$ cat config.mk
export PLATFORM = sky130hd
export DESIGN_NAME = cam_frame_capture
export DESIGN_NICKNAME = d
export VERILOG_FILES = /design/src/rtl/cam_pkg.sv /design/src/rtl/cam_sync_edge.sv /design/src/rtl/cam_frame_capture.sv
export SDC_FILE = /design/constraint.sdc
export NUM_CORES = 1
export LEC_CHECK = 0
export ABC_AREA = 1
export CAP_MARGIN = 15
export CORE_ASPECT_RATIO = 0.75
export CORE_MARGIN = 1
export CORE_UTILIZATION = 51
export CTS_CLUSTER_SIZE = 14
export DETAILED_ROUTE_END_ITERATION = 7
export MAX_ROUTING_LAYER = met4
export PLACE_DENSITY = 0.73
export SLEW_MARGIN = 15
export SYNTH_ARGS = -nofsm -noshare
export SYNTH_HDL_FRONTEND = slang
export SYNTH_SLANG_ARGS = --single-unit
export TNS_END_PERCENT = 20
$ cat constraint.sdc
create_clock -name clk25 -period 1.8 [get_ports clk25]
set_clock_uncertainty 0.1 [all_clocks]
set_input_delay 0.36 -clock clk25 [delete_from_list [all_inputs] [get_ports clk25]]
set_output_delay 0.36 -clock clk25 [all_outputs]
set_load 0.02 [all_outputs]
$ cat src/rtl/cam_pkg.sv
// ============================================================================
// cam_pkg : shared constants, state encoding and RGB565 helpers for the
//           camera capture path.
// Revision: 1.0
// ============================================================================
`default_nettype none

package cam_pkg;

  localparam int CAM_H    = 640;
  localparam int CAM_V    = 480;
  localparam int FB_W     = CAM_H / 2;
  localparam int FB_DEPTH = FB_W * (CAM_V / 2);
  localparam int ADDR_W   = 17;
  localparam int CNT_W    = 10;

  localparam logic [5:0] BIN_THRESH = 6'd24;

  localparam int R_MSB = 15;
  localparam int R_LSB = 11;
  localparam int G_MSB = 10;
  localparam int G_LSB = 5;
  localparam int B_MSB = 4;
  localparam int B_LSB = 0;

  typedef enum logic [1:0] {
    S_IDLE  = 2'd0,
    S_ARM   = 2'd1,
    S_FRAME = 2'd2
  } state_t;

  // Weighted luma ((R<<1) + G + (B<<1)) >> 2; max sum is 187, so 6 bits suffice.
  function automatic logic [5:0] rgb565_luma(input logic [15:0] pix);
    logic [7:0] sum;
    sum = {2'b00, pix[R_MSB:R_LSB], 1'b0}
        + {2'b00, pix[G_MSB:G_LSB]}
        + {2'b00, pix[B_MSB:B_LSB], 1'b0};
    return sum[7:2];
  endfunction

endpackage

`default_nettype wire

$ cat src/rtl/cam_sync_edge.sv
// ============================================================================
// cam_sync_edge : 2-flop synchronizer with a third flop for rise/fall detect.
// Revision: 1.0
// ============================================================================
`default_nettype none

module cam_sync_edge (
  input  logic clk,
  input  logic rst_n,
  input  logic async_in,
  output logic level,
  output logic rise,
  output logic fall
);

  logic s1;
  logic s2;
  logic s3;

  always_ff @(posedge clk) begin
    if (!rst_n) begin
      s1 <= 1'b0;
      s2 <= 1'b0;
      s3 <= 1'b0;
    end else begin
      s1 <= async_in;
      s2 <= s1;
      s3 <= s2;
    end
  end

  assign level = s2;
  assign rise  = s2 & ~s3;
  assign fall  = ~s2 & s3;

endmodule

`default_nettype wire

$ cat src/rtl/cam_frame_capture.sv
// ============================================================================
// cam_frame_capture : samples an 8-bit RGB565 camera stream, decimates 2:1 in
//   each axis and writes kept pixels linearly into the frame buffer.
//   Optional macro CAM_CAPTURE_BINARIZE_EN: black/white output, +1 cycle.
// Revision: 1.0
// ============================================================================
`default_nettype none

module cam_frame_capture
  import cam_pkg::*;
#(
  parameter int LINE_PIX    = CAM_H,
  parameter int FRAME_LINES = CAM_V
) (
  input  logic              clk25,
  input  logic              rst_n,
  input  logic              cam_pclk,
  input  logic              cam_vsync,
  input  logic              cam_href,
  input  logic [7:0]        cam_data,
  input  logic              capture_en,
  output logic              wr_en,
  output logic [ADDR_W-1:0] wr_addr,
  output logic [15:0]       wr_data,
  output logic              frame_done,
  output logic              frame_ok,
  output logic              busy
);

  localparam int                DEPTH   = (LINE_PIX / 2) * (FRAME_LINES / 2);
  localparam logic [CNT_W-1:0]  COL_END = CNT_W'(LINE_PIX);
  localparam logic [CNT_W-1:0]  ROW_END = CNT_W'(FRAME_LINES);
  localparam logic [ADDR_W-1:0] PTR_END = ADDR_W'(DEPTH);

  logic pclk_lvl, pclk_rise, pclk_fall;
  logic href_lvl, href_rise, href_fall;
  logic vsync_lvl, vsync_rise, vsync_fall;

  cam_sync_edge u_sync_pclk (
    .clk      (clk25),
    .rst_n    (rst_n),
    .async_in (cam_pclk),
    .level    (pclk_lvl),
    .rise     (pclk_rise),
    .fall     (pclk_fall)
  );

  cam_sync_edge u_sync_href (
    .clk      (clk25),
    .rst_n    (rst_n),
    .async_in (cam_href),
    .level    (href_lvl),
    .rise     (href_rise),
    .fall     (href_fall)
  );

  cam_sync_edge u_sync_vsync (
    .clk      (clk25),
    .rst_n    (rst_n),
    .async_in (cam_vsync),
    .level    (vsync_lvl),
    .rise     (vsync_rise),
    .fall     (vsync_fall)
  );

  logic unused_sync;
  assign unused_sync = ^{pclk_lvl, pclk_fall, href_rise, vsync_lvl};

  // Data bus stage 2 lines up with the pclk edge detected from stage 2/3.
  logic [7:0] data_s1;
  logic [7:0] data_s2;

  always_ff @(posedge clk25) begin
    if (!rst_n) begin
      data_s1 <= 8'h00;
      data_s2 <= 8'h00;
    end else begin
      data_s1 <= cam_data;
      data_s2 <= data_s1;
    end
  end

  state_t            state;
  logic              tog;
  logic [7:0]        hi_byte;
  logic [CNT_W-1:0]  col;
  logic [CNT_W-1:0]  row;
  logic [ADDR_W-1:0] wptr;
  logic              pix_vld;
  logic [ADDR_W-1:0] pix_addr;
  logic [15:0]       pix_data;

  logic              byte_stb;
  logic              keep;
  logic [ADDR_W-1:0] ptr_after;

  assign byte_stb  = (state == S_FRAME) & pclk_rise & href_lvl & ~href_fall;
  assign keep      = byte_stb & tog & ~col[0] & ~row[0]
                   & (col < COL_END) & (row < ROW_END) & (wptr != PTR_END);
  // Counts a write issued in the same cycle as the closing vsync edge.
  assign ptr_after = keep ? wptr + ADDR_W'(1) : wptr;

  always_ff @(posedge clk25) begin
    if (!rst_n) begin
      state      <= S_IDLE;
      busy       <= 1'b0;
      frame_done <= 1'b0;
      frame_ok   <= 1'b0;
      tog        <= 1'b0;
      hi_byte    <= 8'h00;
      col        <= '0;
      row        <= '0;
      wptr       <= '0;
      pix_vld    <= 1'b0;
      pix_addr   <= '0;
      pix_data   <= 16'h0000;
    end else begin
      frame_done <= 1'b0;
      pix_vld    <= keep;
      if (keep) begin
        pix_addr <= wptr;
        pix_data <= {hi_byte, data_s2};
        wptr     <= wptr + ADDR_W'(1);
      end

      case (state)
        S_IDLE: begin
          if (capture_en) state <= S_ARM;
        end
        S_ARM: begin
          if (vsync_fall) begin
            state <= S_FRAME;
            busy  <= 1'b1;
            tog   <= 1'b0;
            col   <= '0;
            row   <= '0;
            wptr  <= '0;
          end
        end
        S_FRAME: begin
          if (href_fall) begin
            tog <= 1'b0;
            col <= '0;
            if (row != ROW_END) row <= row + CNT_W'(1);
          end else if (byte_stb) begin
            if (!tog) begin
              hi_byte <= data_s2;
              tog     <= 1'b1;
            end else begin
              tog <= 1'b0;
              if (col != COL_END) col <= col + CNT_W'(1);
            end
          end
          if (vsync_rise) begin
            frame_done <= 1'b1;
            frame_ok   <= (ptr_after == PTR_END);
            busy       <= 1'b0;
            state      <= capture_en ? S_ARM : S_IDLE;
          end
        end
        default: begin
          state <= S_IDLE;
          busy  <= 1'b0;
        end
      endcase
    end
  end

`ifdef CAM_CAPTURE_BINARIZE_EN
  always_ff @(posedge clk25) begin
    if (!rst_n) begin
      wr_en   <= 1'b0;
      wr_addr <= '0;
      wr_data <= 16'h0000;
    end else begin
      wr_en   <= pix_vld;
      wr_addr <= pix_addr;
      wr_data <= (rgb565_luma(pix_data) >= BIN_THRESH) ? 16'hFFFF : 16'h0000;
    end
  end
`else
  assign wr_en   = pix_vld;
  assign wr_addr = pix_addr;
  assign wr_data = pix_data;
`endif

endmodule

`default_nettype wire
==> results.md <==
- Max-Cap Viols: 0
- DR iter-0 viols: 361
- DIE WIDTH: 114 um
- I/O Pins: 51
- Overall routing resource usage: between 20% and 30%
- DIE AREA: roughly 9800 sq um
- Post-route insts no fill: ~920
- Post-synth net total: roughly 680
- Clock buffer count from CTS: 9
- R2R setup slack: -0.20 ns
- HP Class: in -> reg
- RR Endpoint: frame_ok$_SDFFE_PN0P_
- Final-report setup violation count: 13
- CP max FO: 4
- Clk_lat worst skew: between 0.3 and 0.4 ns
- Failing checks: setup timing
- Post-Route WL: 12200 um
- Initial core utilization: 52.6%
- Slowest CP cell: dfxtp_2
- Period utilisation layout: 111%
- Antenna Cells: 0
- Layout fillers: roughly 720
- Startpoint types: flip-flop
- Leading area contributor after synthesis: dfxtp_1
- Antenna violations before repair: 0
- HPWL Detailed: roughly 8500 um
- Hold_sp: rst_n
- TritonCTS clock tree: built
- Root Buffer: clkbuf_16
- Tmin final: about 2 ns
- Post-synthesis sequential area ratio: a little under half
- First-pass GRT wire length: 19500 um
- Worst endpoint required time: 1.99 ns
- Pwr Density: between 700 and 800 nW/um^2
- Top-area cell type share of the netlist area: 46.0%
- Vias per cell: 4.96
- Routability cong.: between 0.9 and 1
- Average size of a mapped cell: between 7 and 8 sq um
- Post-synthesis cell count: approximately 660
- Total gr overflow: 0
- Crit end category: flip-flop
- Final max-slew violation count: 0
- Critical Path AT: about 2.2 ns
- Max IR drop VDD: 0.509 mV
- Leak: approximately 3.2 nW
- CP endpoint: frame_ok$_SDFFE_PN0P_
- Reg2Reg Launch Point: wptr[1]$_SDFF_PN0_
- Slowest stage delay, CP: 0.34 ns
- Slew headroom: a little over two thirds
- Synth Cell Area: approximately 4800 sq um
- Clock Tree Buf Depth: 2
- Final ANT Viol Nets: 0
- Clk slew on worst S/H paths: approximately 0.080 ns
- CP cell instances: inv_2 -> ha_4 -> nand2_2 -> nor2_2 -> nand2_2 -> inv_4 -> nand2_8 -> buf_4 -> nand3_1 -> nand2_1 -> nor2_2 -> nand2_1 -> nor2_1 -> nand3_1 -> a21oi_2
- Final layout net count: around 800
- Hold_buf cts: 0
- First-pass detailed-route iteration total: 5
- Vias in the first global route: between 4000 and 5000
- Die height: around 86 um
- Cell count after placement: between 800 and 900
- Reg2reg path depth: 15
- Register bit count reported by yosys: 110
- YS warnings: 0
- Routed length per instance: 13.3 um
- Core Region: roughly 9000 sq um
- P&R area growth vs syn: 38.1%
- Via count: 4556
- Critical path class: reg -> reg
- RSZ-0062 raised after global routing: yes
- Num Clock Sinks: 110
- Synth cell types: 37
- Status: finished, violations left
- Actual transition at the worst max-transition pin: 0.438 ns
- Setup_tns: -0.609 ns
- H-tree levels: 3
- Area contributors post-synth: dfxtp_1 46%, nand2_1 9.7%, nor2_1 9.3%, inv_1 5.7%, o21ai_0 5.0%
- Final Hold Viols: 0
- Largest net degree at the start of global routing: between 60 and 70
- DRC viols: 0
- Final worst setup slack: -0.204 ns
- Cell Rows: 30
- Worst Setup SP: wptr[1]$_SDFF_PN0_
- Share of post-route cells with drive strength above 1: 25.2%
- Fmax: about 500 MHz
- Number of port buffers: 50
[through the flow]
stage | power [mW] | hold WS (ns) | cell area, sq um | setup slack, ns | util (%)
2_1_floorplan | 2.60 | 0.290 | 4790 | 0.00642 | -
3_3_place_gp | 2.68 | 0.294 | 5980 | -0.150 | 65.9
3_5_place_dp | 2.68 | 0.299 | 5980 | -0.186 | 65.9
4_1_cts | 4.77 | 0.194 | 6370 | -0.119 | 70.1
5_1_grt | 4.93 | 0.202 | 6600 | -0.333 | 72.7
6_report | 4.76 | 0.194 | 6600 | -0.204 | 72.7
[cell usage after synthesis (all sizes together)]
library cell	n
ha	4
buf	8
o21bai	1
a21oi	44
nand2	137
nor3	13
nand4	10
or2	1
o21a	1
nor3b	1
nand3	34
inv	88
a211oi	2
o211ai	1
xor2	6
dfxtp	110
nor2	130
o21ai	52
clkinv	2
clkbuf	13
[placed cells by master, fill, tap and decap left out, types with 20 or more instances in the layout]
| cell type | count |
|---|---|
| a21oi_1 | 40 |
| nand3_1 | 25 |
| inv_2 | 20 |
| inv_1 | 67 |
| nand2_1 | 116 |
| buf_4 | 77 |
| dfxtp_1 | 101 |
| nor2_1 | 108 |
| clkdlybuf4s50_1 | 30 |
| o21ai_0 | 40 |
[cell families (layout without fill, tap and decap cells)]
| kind of cell | after synthesis | in the layout | share of synthesized area [%] |
|---|---|---|---|
| AOI/OAI and AO/OA | 101 | 101 | 11.0 |
| and+or+nand+nor | 326 | 327 | 31.2 |
| DFF | 110 | 110 | 46.0 |
| xor gates and xnor gates | 6 | 6 | 1.10 |
| adders and majority gates | 4 | 4 | 1.05 |
| buffers and inverters | 111 | 242 | 9.60 |
[layer usage]
| metal | vias to the layer above | wire length [um] | GRT usage (%) | part of all wire (%) |
|---|---|---|---|---|
| met5 | - | 0 | - | 0 |
| met4 | 0 | 75 | 5.08 | 0.62 |
| met3 | 7 | 719 | 6.57 | 5.9 |
| met2 | 114 | 5540 | 40.0 | 45 |
| met1 | 2112 | 5850 | 35.5 | 48 |
| li1 | 2323 | - | - | - |
[final cells by class]
cell class                      instances  area (sq um)  share of cell area, %
Multi-Input combinational cell        438          2300                   34.9
Tap cell                              128           160                   2.43
Sequential cell                       110          2210                   33.5
Inverter                               90           347                   5.25
Clock buffer                            9           225                   3.41
Clock inverter                          7           104                   1.57
Timing Repair Buffer                  136          1250                   18.9
[registers in the layout (all words and copies together) (netlist names), 2 cells and up]
name     flops
row         10
data_s2      8
wr_data     16
wr_addr     17
col         10
data_s1      8
hi_byte      8
state        2
wptr        17
[power by group]
part | leakage (nW) | internal [mW] | switching (mW) | total [mW]
Clock | 0.160 | 1.13 | 0.992 | 2.12
Sequential | 0.895 | 2.46 | 0.0124 | 2.47
Combinational | 2.12 | 0.0748 | 0.0913 | 0.166
[critical path: cells and delay by family, from the launching register on]
family,cells,cell delay [ns]
and+or+nand+nor,10,0.91
DFF,1,0.34
adders and majority gates,1,0.13
buffers and inverters,3,0.32
AOI/OAI and AO/OA,1,0.13
[repair_timing]
action                                  4_1_cts  5_1_grt
buffers inserted                              2        5
pin swaps                                     5       20
endpoints found under the setup margin       21       66
gates resized for setup                      13       75
gates cloned                                  1        0
[worst min path at each step]
stage                     cells after the start  slack [ns]                        end
after floorplan                               2        0.29      data_s2[0]$_SDFF_PN0_
after detailed placement                      2        0.30      data_s2[5]$_SDFF_PN0_
after CTS                                     3        0.19  u_sync_pclk.s1$_SDFF_PN0_
after global routing                          3        0.20  u_sync_pclk.s1$_SDFF_PN0_
final                                         3        0.19  u_sync_pclk.s1$_SDFF_PN0_
after global placement                        2        0.29      data_s2[6]$_SDFF_PN0_
No activity file was read; power rests on OpenSTA's default activity.
==> variant 1 (same flow settings) <==
Encoding of `state_t`: now one-hot (3 bits for 3 states).
--- a/src/rtl/cam_pkg.sv
+++ b/src/rtl/cam_pkg.sv
@@ -23,10 +23,10 @@
   localparam int B_MSB = 4;
   localparam int B_LSB = 0;
 
-  typedef enum logic [1:0] {
-    S_IDLE  = 2'd0,
-    S_ARM   = 2'd1,
-    S_FRAME = 2'd2
+  typedef enum logic [2:0] {
+    S_IDLE  = 3'b001,
+    S_ARM   = 3'b010,
+    S_FRAME = 3'b100
   } state_t;
 
   // Weighted luma ((R<<1) + G + (B<<1)) >> 2; max sum is 187, so 6 bits suffice.
Check against the original RTL: same outputs for any inputs over 10 cycles, from zero or initial values and one cycle with rst_n low; not proved beyond that.
==> variant 1 against the unedited design <==
- the run still ends with negative setup slack left
- synthesized area decreased by 1.6%
- power increased by 4.6%
- worst setup slack got worse by 0.35 ns
- via count increased by 19%
- final area increased by 12%
- sequential cell count increased by 1
- wire length increased by 42%
- count of clock-buffer cells in the layout unchanged
- critical path depth decreased by 1
- hold slack improved by 0.048 ns
==> variant 1: results (changes against the unedited design) <==
route:
  wl_per_cell_um: 18.1  # +36%
  drtIter0Drc: 708  # +96%
  met1_length_mm: 7.11  # +22%
  routed-wl-met3_mm: 1.69  # +130%
outcome:
  status: "complete, but fails checks"
  violations: "negative setup slack"
synth:
  synth_nets: 680  # +0.59%
  synthTopCellsByCount: "nand2_1, dfxtp_1, inv_1, nor2_1, a21oi_1"
grt:
  met1_usage_pct: 40.8  # +5.3 points
  grt_max_degree: 63  # +1.6%
  gr-usage-met3_pct: 6.36  # -0.22 points
  grt_pass1_vias: 4482  # +5.9%
cells_and_area:
  fillers: 450  # -38%
  drive_gt1_share_pct: 38.0  # +13 points
  areaGrowthSynthToFinish_pct: 57.7
  instances_no_fill: 958  # +4.4%
power:
  ir_drop_mv: 0.539  # +5.9%
  p_sw_mw: 1.24  # +14%
  p_leak_nw: 3.48  # +9.6%
  p_int_mw: 3.73  # +1.9%
sta:
  setup_ws_ns: -0.549  # -0.345 ns
  setup_violations: 45  # +32
placement:
  place_area_mm2: 0.00599  # +0.10%
  post-place-ws_ns: -0.354  # -0.168 ns
min_path:
  min_to: "col[0]"
clock_tree:
  cts_resized: 108  # +95
variant 1: cell count changes after synthesis, moves of 3 or more:
cell,unedited run,this run
nor2_1,118,85
nand3_1,31,39
nand2_1,123,131
a21oi_1,42,59
inv_2,14,6
inv_1,73,101
nand2_2,8,2
xor2_1,6,1
nand4_1,10,13
variant 1: tightest hold or removal path: cells and delay by family:
family                 cells  cell delay, ns
AOI/OAI and AO/OA          2            0.15
buffers and inverters      1            0.15
variant 1: kinds of logic after synthesis:
logic type	after synthesis	synth area share, %
xor+xnor	1	0.186
compound gates	119	13.0
flops	111	47.2
buf+inv	130	10.8
simple gates	297	27.7
fa+ha+maj	4	1.06
variant 1: area by class of cell:
cell class / instances / area (µm²) / share of cell area [%]
Clock buffer: 9 / 225 / 3.03
Sequential cell: 111 / 2250 / 30.3
Clock inverter: 7 / 97.6 / 1.32
Inverter: 109 / 419 / 5.65
Tap cell: 108 / 135 / 1.82
Timing Repair Buffer: 193 / 1780 / 24.0
Multi-Input combinational cell: 421 / 2510 / 33.8
==> variant 2 (same flow settings) <==
Made on the original files. Add a define of `CAM_CAPTURE_BINARIZE_EN`.
--- a/src/rtl/cam_frame_capture.sv
+++ b/src/rtl/cam_frame_capture.sv
@@ -5,6 +5,8 @@
 // Revision: 1.0
 // ============================================================================
 `default_nettype none
+
+`define CAM_CAPTURE_BINARIZE_EN
 
 module cam_frame_capture
   import cam_pkg::*;
Function: changed (a bounded check fails within 10 cycles, from zero or initial values and one cycle with rst_n low).
==> variant 2 against the unedited design <==
- the run still ends with negative setup slack left
- cell count up 13%
- clock power rose by 63%
- final area up 19%
- worst setup slack got worse by 0.15 ns
- critical path depth is 6 lower
- power up 37%
- hold slack improved by 0.12 ns
- wire length is 16% higher
- sequential cell count increased by 18
- synthesized area up 15%
==> variant 2: results (changes against the unedited design) <==
placement:
  place_congestion: 0.876  # -7.6%
  place_area_mm2: 0.00673  # +12%
grt:
  grt_max_degree: 52  # -16%
  gr-usage-met3_pct: 6.28  # -0.29 points
  gr-usage-all-layers_pct: 25.0  # -1.2 points
  met1_usage_pct: 29.9  # -5.6 points
setup_path:
  crit_path_top_delay_cell: "fa_1"
  worstPathArrival_ns: 2.35  # +0.16 ns
  max_stage_delay_ns: 0.47  # +0.13 ns
  rr_startpoint: "pix_data[1]"
clock_tree:
  post_cts_buffers: 0  # -2
  cts_resized: 43  # +30
route:
  met1_length_mm: 6.28  # +7.4%
  drtIter0Drc: 276  # -24%
  routed-wl-met3_um: 806  # +12%
synth:
  synth-compound-area-share_pct: 9.69  # -1.3 points
  ys_types: 43  # +16%
cells_and_area:
  nNetsFinal: 916  # +14%
  fillers: 729  # +1.1%
  drive_gt1_share_pct: 28.1  # +2.9 points
outcome:
  violations: "negative setup slack"
  status: "complete, but fails checks"
sta:
  setup_ws_ns: -0.351  # -0.147 ns
  setup_violations: 23  # +10
power:
  p_leak_nw: 4.07  # +28%
variant 2: cell types whose count changed after synthesis, moves of 6 or more:
cell,before,now
inv_1,73,117
nand2_1,123,147
dfxtp_1,110,128
o22ai_1,0,15
a21oi_1,42,29
buf_4,3,15
o21ai_0,48,37
nor2_1,118,110
inv_2,14,8
variant 2: worst min path at each step:
stage	from	to	slack, ns	depth (start not counted)
floorplan	data_s1[0]	data_s2[0]	0.29	2
global placement	u_sync_pclk.s1	u_sync_pclk.level	0.30	2
detailed placement	data_s1[6]	data_s2[6]	0.30	2
CTS	rst_n	data_s1[5]	0.30	4
global route	data_s1[5]	data_s2[5]	0.34	2
finish	data_s1[2]	data_s2[2]	0.31	2
variant 2: layout make-up:
type                       instances  area share (%)
timing repair buffer             161            18.2
tap                              136            2.16
clock buffer                      21            5.84
inverter                         125            6.02
sequential                       128            32.7
multi-input combinational        455            33.3
clock inverter                    10            1.73
